### config.mk
export PLATFORM = sky130hd
export DESIGN_NAME = uart_transmitter
export DESIGN_NICKNAME = d
export VERILOG_FILES = /design/src/rtl/uart_transmitter.sv
export SDC_FILE = /design/constraint.sdc
export NUM_CORES = 1
export LEC_CHECK = 0
export CORE_UTILIZATION = 54
export CTS_CLUSTER_DIAMETER = 80
export DETAILED_ROUTE_END_ITERATION = 12
export PLACE_DENSITY_LB_ADDON = 0.05
export SLEW_MARGIN = 20
export SYNTH_ARGS = -nofsm -noshare
export SYNTH_HDL_FRONTEND = slang
export SYNTH_SLANG_ARGS = --single-unit
### constraint.sdc
create_clock -name i_clk -period 2.2 [get_ports i_clk]
set_input_delay 0.44 -clock i_clk [delete_from_list [all_inputs] [get_ports i_clk]]
set_output_delay 0.44 -clock i_clk [all_outputs]
set_load 0.01 [all_outputs]
### src/rtl/uart_transmitter.sv
// uart_transmitter: serialises bytes into start/data/stop frames on dcom, paced by an oversampling tick
module uart_transmitter #(
  parameter int DATA_BITS  = 8,
  parameter int OVERSAMPLE = 16,
  parameter int STOP_BITS  = 1
) (
  input  logic                 i_clk,
  input  logic                 i_rst_n,
  input  logic                 i_tick_in,
  input  logic [DATA_BITS-1:0] i_data_in,
  input  logic                 i_data_valid,
  output logic                 o_data_ready,
  output logic                 o_dcom,
  output logic                 o_busy,
  output logic                 o_tx_done
);
  localparam int TCW = $clog2(OVERSAMPLE);
  localparam int BIW = $clog2(DATA_BITS) + 1;
  localparam logic [TCW-1:0] TICK_LAST = TCW'(OVERSAMPLE - 1);
  localparam logic [BIW-1:0] DATA_LAST = BIW'(DATA_BITS - 1);
  localparam logic [BIW-1:0] STOP_LAST = BIW'(STOP_BITS - 1);
  typedef enum logic [1:0] {S_IDLE, S_START, S_DATA, S_STOP} state_t;
  state_t               r_state, w_state;
  logic [TCW-1:0]       r_tick_cnt, w_tick_cnt;
  logic [BIW-1:0]       r_bit_idx, w_bit_idx;
  logic [DATA_BITS-1:0] r_shift, w_shift;
  logic                 r_dcom, w_dcom;
  logic                 r_busy, w_busy;
  logic                 r_ready, w_ready;
  logic                 r_done, w_done;
  logic                 w_bit_end;
  // state and registered outputs; reset aborts any partial frame and idles the line high
  always_ff @(posedge i_clk) begin
    if (!i_rst_n) begin
      r_state    <= S_IDLE;
      r_tick_cnt <= '0;
      r_bit_idx  <= '0;
      r_shift    <= '0;
      r_dcom     <= 1'b1;
      r_busy     <= 1'b0;
      r_ready    <= 1'b1;
      r_done     <= 1'b0;
    end else begin
      r_state    <= w_state;
      r_tick_cnt <= w_tick_cnt;
      r_bit_idx  <= w_bit_idx;
      r_shift    <= w_shift;
      r_dcom     <= w_dcom;
      r_busy     <= w_busy;
      r_ready    <= w_ready;
      r_done     <= w_done;
    end
  end
  // next state: ticks are counted only inside a frame; a bit ends on the OVERSAMPLE-th tick
  always_comb begin
    w_state    = r_state;
    w_tick_cnt = r_tick_cnt;
    w_bit_idx  = r_bit_idx;
    w_shift    = r_shift;
    w_dcom     = r_dcom;
    w_busy     = r_busy;
    w_ready    = r_ready;
    w_done     = 1'b0;
    w_bit_end  = (r_state != S_IDLE) && i_tick_in && (r_tick_cnt == TICK_LAST);
    if (r_state != S_IDLE && i_tick_in) w_tick_cnt = w_bit_end ? '0 : r_tick_cnt + 1'b1;
    case (r_state)
      S_IDLE: if (i_data_valid) begin
        w_state    = S_START;
        w_shift    = i_data_in;
        w_tick_cnt = '0;
        w_bit_idx  = '0;
        w_dcom     = 1'b0;
        w_busy     = 1'b1;
        w_ready    = 1'b0;
      end
      S_START: if (w_bit_end) begin
        w_state = S_DATA;
        w_dcom  = r_shift[0];
      end
      S_DATA: if (w_bit_end) begin
        w_shift = r_shift >> 1;
        if (r_bit_idx == DATA_LAST) begin
          w_state   = S_STOP;
          w_bit_idx = '0;
          w_dcom    = 1'b1;
        end else begin
          w_bit_idx = r_bit_idx + 1'b1;
          w_dcom    = r_shift[1];
        end
      end
      S_STOP: if (w_bit_end) begin
        if (r_bit_idx == STOP_LAST) begin
          w_state   = S_IDLE;
          w_bit_idx = '0;
          w_done    = 1'b1;
          w_busy    = 1'b0;
          w_ready   = 1'b1;
        end else begin
          w_bit_idx = r_bit_idx + 1'b1;
        end
      end
      default: w_state = S_IDLE;
    endcase
  end
  assign o_data_ready = r_ready;
  assign o_dcom       = r_dcom;
  assign o_busy       = r_busy;
  assign o_tx_done    = r_done;
endmodule

==> flow_summary.json <==
{
  "wl_mm": 2.84,
  "ir_drop_mv": 0.664,
  "required_ps": 2420,
  "cts_root_buf": "clkbuf_4",
  "seq_area_frac_synth_pct": 33.7,
  "min_period_over_period_pct": 92.6,
  "finalClockSkew_ps": 0.815,
  "worst_pin_slew_ps": 500,
  "clock_sinks": 22,
  "grt_max_degree": 16,
  "core_area_um2": 2250,
  "syn_nets": 170,
  "ios": 16,
  "async_flop_share_pct": 0,
  "antenna_cells": 0,
  "p_leak_nw": 0.584,
  "yosys_register_bits": 22,
  "drv_cap": 0,
  "clock_latency_ps": 310,
  "hold_class": "flip-flop to flip-flop",
  "drive_above_1_share_pct": 11.9,
  "final_hold_viol_count": 0,
  "synth_cells": 149,
  "grt_usage_pct": 24.7,
  "setup_viol": 0,
  "yosysUniqueCellTypes": 44,
  "gr-usage-met1_pct": 33.6,
  "hold_buffers": 0,
  "synth.largest_area_cell": "dfxtp_1",
  "drt_first_iter_violations": 24,
  "rsz0062_at_grt": "yes",
  "period_minus_slack_ps": 2040,
  "cts_tree": "done",
  "path_cells": "inv_1, ha_1, nand3b_1, a2111oi_4, nand2_2, o41ai_2",
  "synth-edff-count": 0,
  "avgSynthCellArea_um2": 8.78,
  "synth_flop_cell": "dfxtp_1",
  "wl_per_cell_um": 14.5,
  "die_w_um": 51.2,
  "path_class": "flip-flop to flip-flop",
  "startpoint_type": "flip-flop",
  "synth.cell_area_um2": 1310,
  "vias_per_cell": 5.84,
  "top_usage_layer": "met2",
  "firstDrtPassIters": 4,
  "outcome": "finished, final reports clean",
  "vias": 1145,
  "num_rows": 17,
  "numCtsBuffers": 3,
  "synth_area_leaders": "dfxtp_1 34%, ha_1 8.6%, mux2i_1 7.7%",
  "relSlewSlack_pct": 66.6,
  "io_buffers": 15,
  "antenna_left": 0,
  "most-common-layout-cells": "21 x dfxtp_1, 15 x clkdlybuf4s50_1, 13 x o21ai_0",
  "post-route-util_pct": 69.1,
  "die-area_um2": 2620,
  "cts_max_level": 1,
  "path_max_fanout": 7,
  "grt_pass1_vias": 1063,
  "synth_top_area_share_pct": 33.7,
  "start_util_pct": 58.0,
  "critical_path_arrival_ps": 2260,
  "drc": 0,
  "final_nets": 190,
  "clk_pin_slew_worst_paths_ps": 120,
  "place.gp.congestion": 0.856,
  "overflow": 0,
  "p_per_area_nw_per_um2": 1080,
  "slew_violations": 0,
  "cp_slowest_cell": "a2111oi_4",
  "grtUsageMet3_pct": 3.57,
  "cts_max_path_buffers": 2,
  "cpPeakStageDelay_ps": 530,
  "ys.warnings.count": 0,
  "dp_hpwl_mm": 2.04,
  "fmax_mhz": 491,
  "die_y_um": 51.2,
  "synthToLayoutAreaGrowth_pct": 19.2,
  "cp-end-kind": "flip-flop",
  "use_met2_pct": 38.8,
  "final_common_cell": "dfxtp_1",
  "power.total_mw": 1.68,
  "grt_pass1_wl_mm": 4.83,
  "antenna_found_initial": 0
}
-- critical path: cells and delay by family (launching register included) --
kind | cells | cell delay [ps]
AO/OA/AOI/OAI | 2 | 770
adder cells (fa/ha/maj) | 1 | 280
buffers and inverters | 1 | 110
flip-flops | 1 | 400
AND/OR/NAND/NOR | 2 | 380
-- power breakdown --
group	leakage, nW	switching [mW]	internal [mW]
clock network	0.0210	0.129	0.101
logic	0.383	0.478	0.407
registers	0.180	0.0684	0.499
-- cell families after synthesis --
| group | count (synthesis) | share of synthesized area, % |
|---|---|---|
| buffers and inverters | 16 | 5.65 |
| and+or+nand+nor | 50 | 21.8 |
| xor gates and xnor gates | 1 | 0.670 |
| adders and majority gates | 9 | 8.61 |
| muxes | 10 | 7.66 |
| DFF | 22 | 33.7 |
| AOI/OAI and AO/OA | 41 | 21.9 |
-- per-layer routing --
metal | up-vias | part of all wire, %
li1 | 581 | -
met1 | 539 | 49
met2 | 20 | 47
met3 | 5 | 2.3
met4 | 0 | 1.5
met5 | - | 0
-- path summary, 6_finish.rpt --
check | startpoint | to | slack [ps] | cells past startpoint
min | r_shift[3] | r_shift[3] | 490 | 2
min reg2reg | r_shift[3] | r_shift[3] | 490 | 2
max reg2reg | r_state[1] | r_bit_idx[3] | 160 | 6
max | r_state[1] | r_bit_idx[3] | 160 | 6
-- sequential cells by signal, summed over array words and instances (netlist names) --
register / flops
r_shift: 8
r_bit_idx: 4
r_tick_cnt: 4
r_state: 2
o_busy: 1
o_data_ready: 1
o_dcom: 1
o_tx_done: 1
-- per-stage QoR --
step / area [um2] / worst slack, ps / hold WS (ps) / cells / TNS (ps)
after detailed placement: 1510 / 73.9 / 469 / 192 / 0
after floorplan: 1310 / 278 / 449 / 149 / 0
after global routing: 1560 / -3.59 / 507 / 196 / -3.59
after global placement: 1510 / 124 / 458 / 192 / 0
after CTS: 1550 / 116 / 490 / 196 / 0
final: 1560 / 163 / 491 / 196 / 0
-- cell usage after synthesis, types with 2 or more instances --
library cell  instances
mux2i_1              10
o21ai_0              13
nand3_1               3
buf_2                 5
ha_1                  9
nor4b_1               2
or3_1                 8
nor2b_1               3
o31ai_1               2
and2_1                2
a21oi_1              12
nor2_1                9
and3_1                2
nor3b_1               2
clkbuf_1              3
dfxtp_1              22
inv_1                 7
nand2_1               9
-- timing repair --
item	in CTS	in global routing
endpoints found under the setup margin	0	2
setup buffers	0	0
gates resized for setup	0	2
endpoints found under the hold margin	0	0
-- area by class of cell --
cell class | count | area (um2)
Clock buffer | 4 | 36.3
Fill cell | 193 | 696
Inverter | 7 | 26.3
Multi-Input combinational cell | 111 | 802
Sequential cell | 22 | 442
Tap cell | 28 | 35.0
Timing Repair Buffer | 24 | 218
(Power assumes the default switching activity.)
